## src/rtl/halton3_pkg.sv

```systemverilog
// Shared constants, divisor helper and FSM encoding for the base-3 Halton
// radical-inverse block.
package halton3_pkg;
  localparam int BASE      = 3;
  localparam int LOGBASE   = 2;  // bits per packed base-3 digit
  localparam int NDIG_DEF  = 5;
  localparam int WIDTH_DEF = 8;

  // 3^n, used as the divisor of the fixed-point conversion
  function automatic int pow3(input int n);
    int p;
    p = 1;
    for (int i = 0; i < n; i++) p = p * BASE;
    return p;
  endfunction

  typedef enum logic [1:0] {
    IDLE = 2'd0,
    BUSY = 2'd1,
    DONE = 2'd2
  } state_t;
endpackage

```

## src/rtl/halton3_rev_sum.sv

```systemverilog
// Combinational digit-reversal sum: R = sum d_i * 3^(NDIG-1-i).
// Illegal digit 2'b11 is clamped to 2 and raises err.
//   digits : packed base-3 digits, digit i at [2i+1:2i]
//   r      : reversed-weight integer, always < 3^NDIG
//   err    : at least one digit was 2'b11
module halton3_rev_sum
  import halton3_pkg::*;
#(
  parameter int NDIG = NDIG_DEF,
  parameter int RW   = 9
) (
  input  logic [LOGBASE*NDIG-1:0] digits,
  output logic [RW-1:0]           r,
  output logic                    err
);

  logic [LOGBASE-1:0] d;

  // Horner from d0 down: d0 ends up with the largest weight 3^(NDIG-1)
  always_comb begin
    r   = '0;
    err = 1'b0;
    d   = '0;
    for (int i = 0; i < NDIG; i++) begin
      d = digits[LOGBASE*i +: LOGBASE];
      if (d == 2'b11) begin
        d   = 2'b10;
        err = 1'b1;
      end
      r = r * RW'(BASE) + RW'(d);
    end
  end

endmodule

```

## src/rtl/halton3_radical_inv.sv

```systemverilog
// Base-3 radical inverse to binary fraction: out = floor(R * 2^WIDTH / 3^NDIG)
// by a WIDTH-cycle restoring division, MSB first.
//   clk, rst_n          : clock, async active-low reset
//   in_valid / in_ready : digit-vector handshake (ready only in IDLE)
//   digits              : packed base-3 digits
//   out_valid/out_ready : result handshake (valid only in DONE)
//   out, err            : fraction and illegal-digit flag, held through DONE
module halton3_radical_inv
  import halton3_pkg::*;
#(
  parameter int NDIG  = NDIG_DEF,
  parameter int WIDTH = WIDTH_DEF
) (
  input  logic                    clk,
  input  logic                    rst_n,
  input  logic                    in_valid,
  output logic                    in_ready,
  input  logic [LOGBASE*NDIG-1:0] digits,
  output logic                    out_valid,
  input  logic                    out_ready,
  output logic [WIDTH-1:0]        out,
  output logic                    err
);

  localparam int DIV = pow3(NDIG);
  localparam int RW  = $clog2(DIV) + 1;  // room for 2*rem before subtract
  localparam int CW  = $clog2(WIDTH + 1);

  state_t         state, nxt;
  logic [RW-1:0]  rem, rem2, r_sum;
  logic [WIDTH-1:0] quo;
  logic [CW-1:0]  cnt;
  logic           err_q, r_err;
  logic           accept, release_res, take, last;

  halton3_rev_sum #(.NDIG(NDIG), .RW(RW)) u_rev_sum (
    .digits (digits),
    .r      (r_sum),
    .err    (r_err)
  );

  assign accept      = in_valid & in_ready;
  assign release_res = out_valid & out_ready;
  // rem < DIV so its top bit is zero; shifting it out loses nothing
  assign rem2        = {rem[RW-2:0], 1'b0};
  assign take        = (rem2 >= RW'(DIV));
  assign last        = (cnt == CW'(WIDTH - 1));

  always_ff @(posedge clk or negedge rst_n) begin
    if (!rst_n) state <= IDLE;
    else        state <= nxt;
  end

  always_comb begin
    nxt = state;
    case (state)
      IDLE:    if (accept)      nxt = BUSY;
      BUSY:    if (last)        nxt = DONE;
      DONE:    if (release_res) nxt = IDLE;
      default:                  nxt = IDLE;
    endcase
  end

  always_comb begin
    in_ready  = (state == IDLE);
    out_valid = (state == DONE);
  end

  always_ff @(posedge clk or negedge rst_n) begin
    if (!rst_n) begin
      rem   <= '0;
      quo   <= '0;
      cnt   <= '0;
      err_q <= 1'b0;
    end else if (accept) begin
      rem   <= r_sum;
      quo   <= '0;
      cnt   <= '0;
      err_q <= r_err;
    end else if (state == BUSY) begin
      rem <= take ? (rem2 - RW'(DIV)) : rem2;
      quo <= {quo[WIDTH-2:0], take};
      cnt <= cnt + CW'(1);
    end
  end

  assign out = quo;
  assign err = err_q;

endmodule

```

## config.mk

```make
export PLATFORM = sky130hd
export DESIGN_NAME = halton3_radical_inv
export DESIGN_NICKNAME = d
export VERILOG_FILES = /design/src/rtl/halton3_pkg.sv /design/src/rtl/halton3_rev_sum.sv /design/src/rtl/halton3_radical_inv.sv
export SDC_FILE = /design/constraint.sdc
export NUM_CORES = 1
export LEC_CHECK = 0
export BUFFER_PORTS_ARGS = -buffer_cell sky130_fd_sc_hd__buf_2
export CAP_MARGIN = 25
export CORE_UTILIZATION = 40
export DETAILED_ROUTE_END_ITERATION = 7
export PLACE_DENSITY_LB_ADDON = 0.2
export SLEW_MARGIN = 10
export SYNTH_ARGS = -nofsm -noshare
export SYNTH_HDL_FRONTEND = slang
export SYNTH_SLANG_ARGS = --single-unit
```

## constraint.sdc

```tcl
create_clock -name clk -period 2 [get_ports clk]
set_input_delay 0.1 -clock clk [delete_from_list [all_inputs] [get_ports clk]]
set_output_delay 0.1 -clock clk [all_outputs]
set_load 0.05 [all_outputs]
```

==> results of run 1 <==
## worst max path at each step
stage	end	depth (start not counted)	slack [ns]
final	rem[7]	23	-2.77
after detailed placement	rem[7]	23	-3.21
after global routing	rem[7]	23	-2.97
after global placement	rem[7]	23	-3.07
after CTS	rem[7]	23	-2.84
after floorplan	rem[7]	22	-2.91
## cell usage after synthesis (2+ instances only)
master	count	share of area, %
inv_1	21	3.6
ha_1	37	21
clkbuf_1	9	1.5
nor2_1	10	1.7
a211oi_1	2	0.69
nand2_1	25	4.3
o21a_1	3	1.0
xnor2_1	13	5.2
a21o_1	4	1.4
nor3_1	3	0.69
a22oi_1	2	0.69
o21bai_1	2	0.69
nand2b_1	4	1.1
nand4_1	2	0.57
o21ai_0	26	6.0
or3_1	2	0.57
fa_1	7	6.4
and2_1	3	0.86
nand3_1	4	0.92
xor2_1	4	1.6
nor2b_1	7	2.0
dfrtp_1	23	26
a21oi_1	9	2.1
## metrics by stage
stage / instance area (um^2) / cells / utilization [%] / hold slack, ns / TNS [ns]
2_1_floorplan: 2410 / 247 / - / -0.196 / -14.56
3_3_place_gp: 2910 / 375 / 56.2 / 0.105 / -16.88
3_5_place_dp: 2910 / 375 / 56.2 / 0.110 / -17.57
4_1_cts: 3050 / 380 / 59.0 / 0.118 / -14.59
5_1_grt: 3190 / 385 / 61.7 / 0.139 / -15.35
6_report: 3190 / 385 / 61.7 / 0.119 / -14.36
## final cells by class
cell class	count	area [um^2]	share of cell area (%)
clock buffers	4	45.0	1.41
inverters	21	78.8	2.47
multi-input cells	193	1870	58.5
flip-flops and latches	23	576	18.0
well taps	70	87.6	2.74
repair buffers	74	537	16.8
## flip-flops by register name (all words and copies together), names as in the netlist
name,flops
out,8
state,2
cnt,4
rem,8
err,1
## routing by layer
metal | GRT usage (%) | up-vias
li1 | - | 991
met1 | 21.3 | 925
met2 | 29.8 | 24
met3 | 2.53 | 4
met4 | 2.31 | 0
met5 | 0 | -
## critical path: stages
cell and delay [ns]:
buf_8 0.10, nor2b_4 0.11, nand3_2 0.08, fa_1 0.52
inv_2 0.04, fa_1 0.53, ha_4 0.15, inv_2 0.03
fa_2 0.53, inv_2 0.05, ha_4 0.28, ha_4 0.20
a21o_1 0.18, a311o_1 0.29, a21oi_2 0.18, xnor2_2 0.17
ha_4 0.19, xnor2_2 0.07, or4b_1 0.46, nand4_1 0.11
nor3_1 0.07, or3_1 0.30, a31o_1 0.17
## cells by family (layout without fill, tap and decap cells)
logic type / count (synthesis) / after routing / synth area share [%]
buf+inv: 31 / 99 / 5.78
fa+ha+maj: 44 / 44 / 27.6
xor+xnor: 17 / 17 / 6.81
mux: 1 / 1 / 0.458
simple gates: 63 / 63 / 13.9
other cells: 1 / 3 / 0.172
compound gates: 65 / 65 / 19.0
flops: 23 / 23 / 26.3
## what timing repair did
item | CTS | global route
resized for setup | 15 | 19
endpoints found under the hold margin | 23 | 0
buffers inserted | 0 | 5
endpoints found under the setup margin | 8 | 8
pin swaps | 12 | 23
hold buffers | 1 | 0
==> metrics.md, run 1 <==
| Metric | Value |
|---|---|
| # port buffers | 24 |
| Reg2reg setup slack | 0.18 ns |
| Synthesized area | 2190 um^2 |
| First DRT Iteration DRCs | 58 |
| Worst Hold Class | in2reg |
| Chip width | 75.9 um |
| Worst setup margin | -2.77 ns |
| Syn Area/Cell | 8.92 um^2 |
| Max-slew violations | 0 |
| Height of the die | 75.9 um |
| ANT cells | 0 |
| Seq/Total Area, Yosys | 26.3% |
| Cell Rows | 26 |
| Yosys warns | 0 |
| Final Cycle Share | 239% |
| Area Overhead vs Synth | 46.0% |
| Top layer in use | met4 |
| Post-synth EDFFs | 0 |
| RSZ-0062 raised after global routing | true |
| Core area | 5170 um^2 |
| Worst Setup SP | digits[1] |
| Drt drc | 0 |
| Async SR Flop Fraction | 100% |
| Pre-CTS WS | -3.21 ns |
| Total global-route track usage | 16.5% |
| Clock latency on the worst-skew pair | 0.26 ns |
| Top_reg_cell synth | dfrtp_1 |
| Critical Path AT | 4.93 ns |
| Max Fanout on Critical Path | 4 |
| Final ANT Viol Nets | 0 |
| Max cap viols | 0 |
| Final Hold Fails | 0 |
| H-tree levels | 1 |
| Routed length on met2 | 2360 um |
| Fmax | 0.210 GHz |
| Layout cells sized above 1 | 41.3% |
| Crit path kind | in2reg |
| Total Routed Length | 4700 um |
| Worst setup SP type | input pin |
| Worst reg2reg endpoint | rem[5] |
| DRT met1 WL | 2220 um |
| Vias in the first global route | 1,884 |
| Via count | 1,944 |
| Synth unique cells | 46 |
| CTS tree | done |
| Post-DR wirelength/cell | 12.2 um |
| Max clock buf depth | 2 |
| Synth Register Bits | 23 |
| Critical Path RT | 2.16 ns |
| Met3 WL | 93 um |
| Worst R2R Start | rem[2] |
| Outcome | finished with violations |
| Worst-Margin Slew | 0.531 ns |
| Worst Hold Path EP | state[1] |
| Hold path startpoint | out_ready |
| Max transition margin | 64.6% |
| TritonCTS Buffers | 3 |
| Starting Density | 42.3% |
| Min cycle time layout | 4.77 ns |
| Worst clock skew | 0.00275 ns |
| Worst reg2reg path depth | 6 |
| Final RePlAce weighted congestion | 0.753 |
| Setup violations, final | 7 |
| Most common cell after layout, fill and taps aside | buf_4 |
| CTS root buf | clkbuf_8 |
| Worst setup EP type | flop |
| Detailed placer's ending HPWL | 3590 um |
| Commonest non-fill, non-tap cells in the layout | buf_4 (44), nand2_1 (25), dfrtp_1 (23) |
| Clk slew on worst S/H paths | 0.08 ns |
| Worst Hold Depth | 3 |
| Congestion Overflow GR | 0 |
| FILL cells | 421 |
| Die area | 5760 um^2 |
| Nets | 374 |
| Mapped Cells | 245 |
| Initial antenna violation count | 0 |
| IO Pins | 25 |
| Total clock sinks | 23 |
| Vias per Instance | 5.05 |
| Largest net degree at the start of global routing | 26 |
| Violated checks | negative setup slack |
| First-pass GRT wire length | 7990 um |
| Drt first pass iters | 4 |
Power of run 1 is not shown: default switching activity piles up to over one toggle a cycle in this logic, so the estimate is an artifact.
==> inputs of run 2 (changes only) <==
==> constraint.sdc (replaced) <==
create_clock -name clk -period 2 [get_ports clk]
set_input_delay 0 -clock clk [delete_from_list [all_inputs] [get_ports clk]]
set_output_delay 0 -clock clk [all_outputs]
set_load 0.05 [all_outputs]
==> run 2 against run 1 <==
  * The run still ends with negative setup slack left
  * Sequential share of layout area rose by 0.29 points
  * Register-to-register slack improved by 0.03 ns
  * Critical path depth did not move
  * Design area fell by 1.6%
  * Worst hold slack got worse by 0.097 ns
  * Global-route usage fell by 0.26 points
  * Non-clock buffer count fell by 3
  * Worst setup slack improved by 0.11 ns
  * Flip-flop and latch count did not move
  * Die area did not move
  * Fmax rose by 2.4%
  * Critical path type unchanged
==> metrics.md, run 2 (same netlist as run 1, synthesis figures left out) <==
| Metric | Value |
|---|---|
| Post-DR wirelength/cell | 12.0 um (was 12.2 um) |
| Worst setup EP type | flop (unchanged) |
| Worst-Margin Slew | 0.527 ns (was 0.531 ns) |
| Total Routed Length | 4570 um (was 4700 um) |
| Outcome | finished with violations (unchanged) |
| ANT cells | 0 (unchanged) |
| Violated checks | negative setup slack (unchanged) |
| Final Hold Fails | 0 (unchanged) |
| CTS root buf | clkbuf_8 (unchanged) |
| # port buffers | 24 (unchanged) |
| Core area | 5170 um^2 (unchanged) |
| First DRT Iteration DRCs | 93 (was 58) |
| Worst R2R Start | rem[2] (unchanged) |
| Detailed placer's ending HPWL | 3510 um (was 3590 um) |
| Clock latency on the worst-skew pair | 0.26 ns (about the same) |
| Total clock sinks | 23 (unchanged) |
| Max cap viols | 0 (unchanged) |
| IO Pins | 25 (unchanged) |
| Max-slew violations | 0 (unchanged) |
| Final Cycle Share | 233% (was 239%) |
| Congestion Overflow GR | 0 (unchanged) |
| Vias per Instance | 4.96 (was 5.05) |
| Via count | 1,895 (was 1,944) |
| Crit path kind | in2reg (unchanged) |
| Total global-route track usage | 16.3% (was 16.5%) |
| Setup violations, final | 7 (unchanged) |
| Max Fanout on Critical Path | 4 (unchanged) |
| Final Util | 60.7% (was 61.7%) |
| Worst reg2reg path depth | 6 (unchanged) |
| Vias in the first global route | 1,828 (was 1,884) |
| Max clock buf depth | 2 (unchanged) |
| Final RePlAce weighted congestion | 0.753 (unchanged) |
| Worst setup SP type | input pin (unchanged) |
| First-pass GRT wire length | 7830 um (was 7990 um) |
| TritonCTS Buffers | 3 (unchanged) |
| Clk slew on worst S/H paths | 0.08 ns (about the same) |
| Worst setup margin | -2.66 ns (was -2.77 ns) |
| Area Overhead vs Synth | 43.7% (was 46.0%) |
| Height of the die | 75.9 um (unchanged) |
| Worst reg2reg endpoint | rem[5] (unchanged) |
| Initial antenna violation count | 0 (unchanged) |
| Final ANT Viol Nets | 0 (unchanged) |
| Starting Density | 42.3% (unchanged) |
| Worst clock skew | 0.00419 ns (was 0.00275 ns) |
| Die area | 5760 um^2 (unchanged) |
| Layout cells sized above 1 | 39.4% (was 41.3%) |
| CTS tree | done (unchanged) |
| Reg2reg setup slack | 0.21 ns (was 0.18 ns) |
| Cell Rows | 26 (unchanged) |
| Worst Setup EP | rem[7] (unchanged) |
| Largest net degree at the start of global routing | 26 (unchanged) |
| Worst Setup SP | digits[1] (unchanged) |
| Drt first pass iters | 4 (unchanged) |
| FILL cells | 437 (was 421) |
| Min cycle time layout | 4.66 ns (was 4.77 ns) |
| Commonest non-fill, non-tap cells in the layout | buf_4 (41), nand2_1 (25), o21ai_0 (23), dfrtp_1 (23), buf_2 (22) (was buf_4 (44), nand2_1 (25), dfrtp_1 (23)) |
| Worst Hold Class | in2reg (unchanged) |
| Most common cell after layout, fill and taps aside | buf_4 (unchanged) |
| Critical Path RT | 2.16 ns (about the same) |
| Critical Path AT | 4.82 ns (was 4.93 ns) |
| H-tree levels | 1 (unchanged) |
| RSZ-0062 raised after global routing | true (unchanged) |
| Max transition margin | 64.9% (was 64.6%) |
| Fmax | 0.215 GHz (was 0.210 GHz) |
| Nets | 371 (was 374) |
| Chip width | 75.9 um (unchanged) |
| Drt drc | 0 (unchanged) |
[run 2: changes by cell type in the layout (fill, tap and decap cells not counted), sizes merged]
| cell | change |
|---|---|
| buf | -3 |
[run 2: through the flow]
step / instance area (um^2) / hold WS, ns / cells / setup TNS, ns / setup slack (ns)
after floorplan: 2410 / -0.296 / 247 / -13.86 / -2.81
after detailed placement: 2910 / 0.00991 / 375 / -16.64 / -3.10
after CTS: 3040 / 0.0182 / 380 / -13.88 / -2.75
after global placement: 2910 / 0.00478 / 375 / -16.08 / -2.97
final: 3140 / 0.0219 / 382 / -13.62 / -2.66
after global routing: 3140 / 0.0374 / 382 / -14.61 / -2.85
[run 2: worst min path at each step]
stage / startpoint / to / slack [ns] / cells past startpoint
floorplan: rst_n / cnt[0] / -0.30 / 0
global placement: rst_n / out[4] / 0.005 / 1
detailed placement: rst_n / out[4] / 0.01 / 1
CTS: out_ready / state[1] / 0.02 / 3
global route: out_ready / state[1] / 0.04 / 3
finish: out_ready / state[1] / 0.02 / 3
[run 2: worst max-delay path, stage by stage]
cell and delay, ns:
buf_8 0.10, nor2b_4 0.11, nand3_2 0.09, fa_1 0.50, inv_2 0.04, fa_1 0.52, ha_4 0.14, inv_2 0.03
fa_2 0.53, inv_2 0.05, ha_4 0.28, ha_4 0.20, a21o_1 0.18, a311o_1 0.29, a21oi_2 0.18, xnor2_2 0.17
ha_4 0.19, xnor2_2 0.07, or4b_1 0.50, nand4_1 0.11, nor3_1 0.07, or3_1 0.30, a31o_1 0.17
[run 2: repair_timing]
action,in CTS,in global routing
endpoints found under the setup margin,8,8
endpoints found under the hold margin,23,0
gates resized for setup,14,16
pin swaps,12,21
cloned,0,0
setup buffers,0,2
hold buffers,1,0
[run 2: layout make-up]
| class | count | area [um^2] | share of cell area [%] |
|---|---|---|---|
| Tap cell | 70 | 87.6 | 2.79 |
| Sequential cell | 23 | 576 | 18.3 |
| Clock buffer | 4 | 45.0 | 1.43 |
| Inverter | 21 | 83.8 | 2.67 |
| Multi-Input combinational cell | 193 | 1830 | 58.4 |
| Timing Repair Buffer | 71 | 514 | 16.4 |
[run 2: routing by layer]
layer	vias to the layer above	global-route usage, %	share of wire, %
li1	984	-	-
met2	24	28.7	49
met4	0	1.73	0.28
met1	885	21.4	48
met5	-	0	0
met3	2	2.89	2.1
Power of run 2 is left out for the same reason.
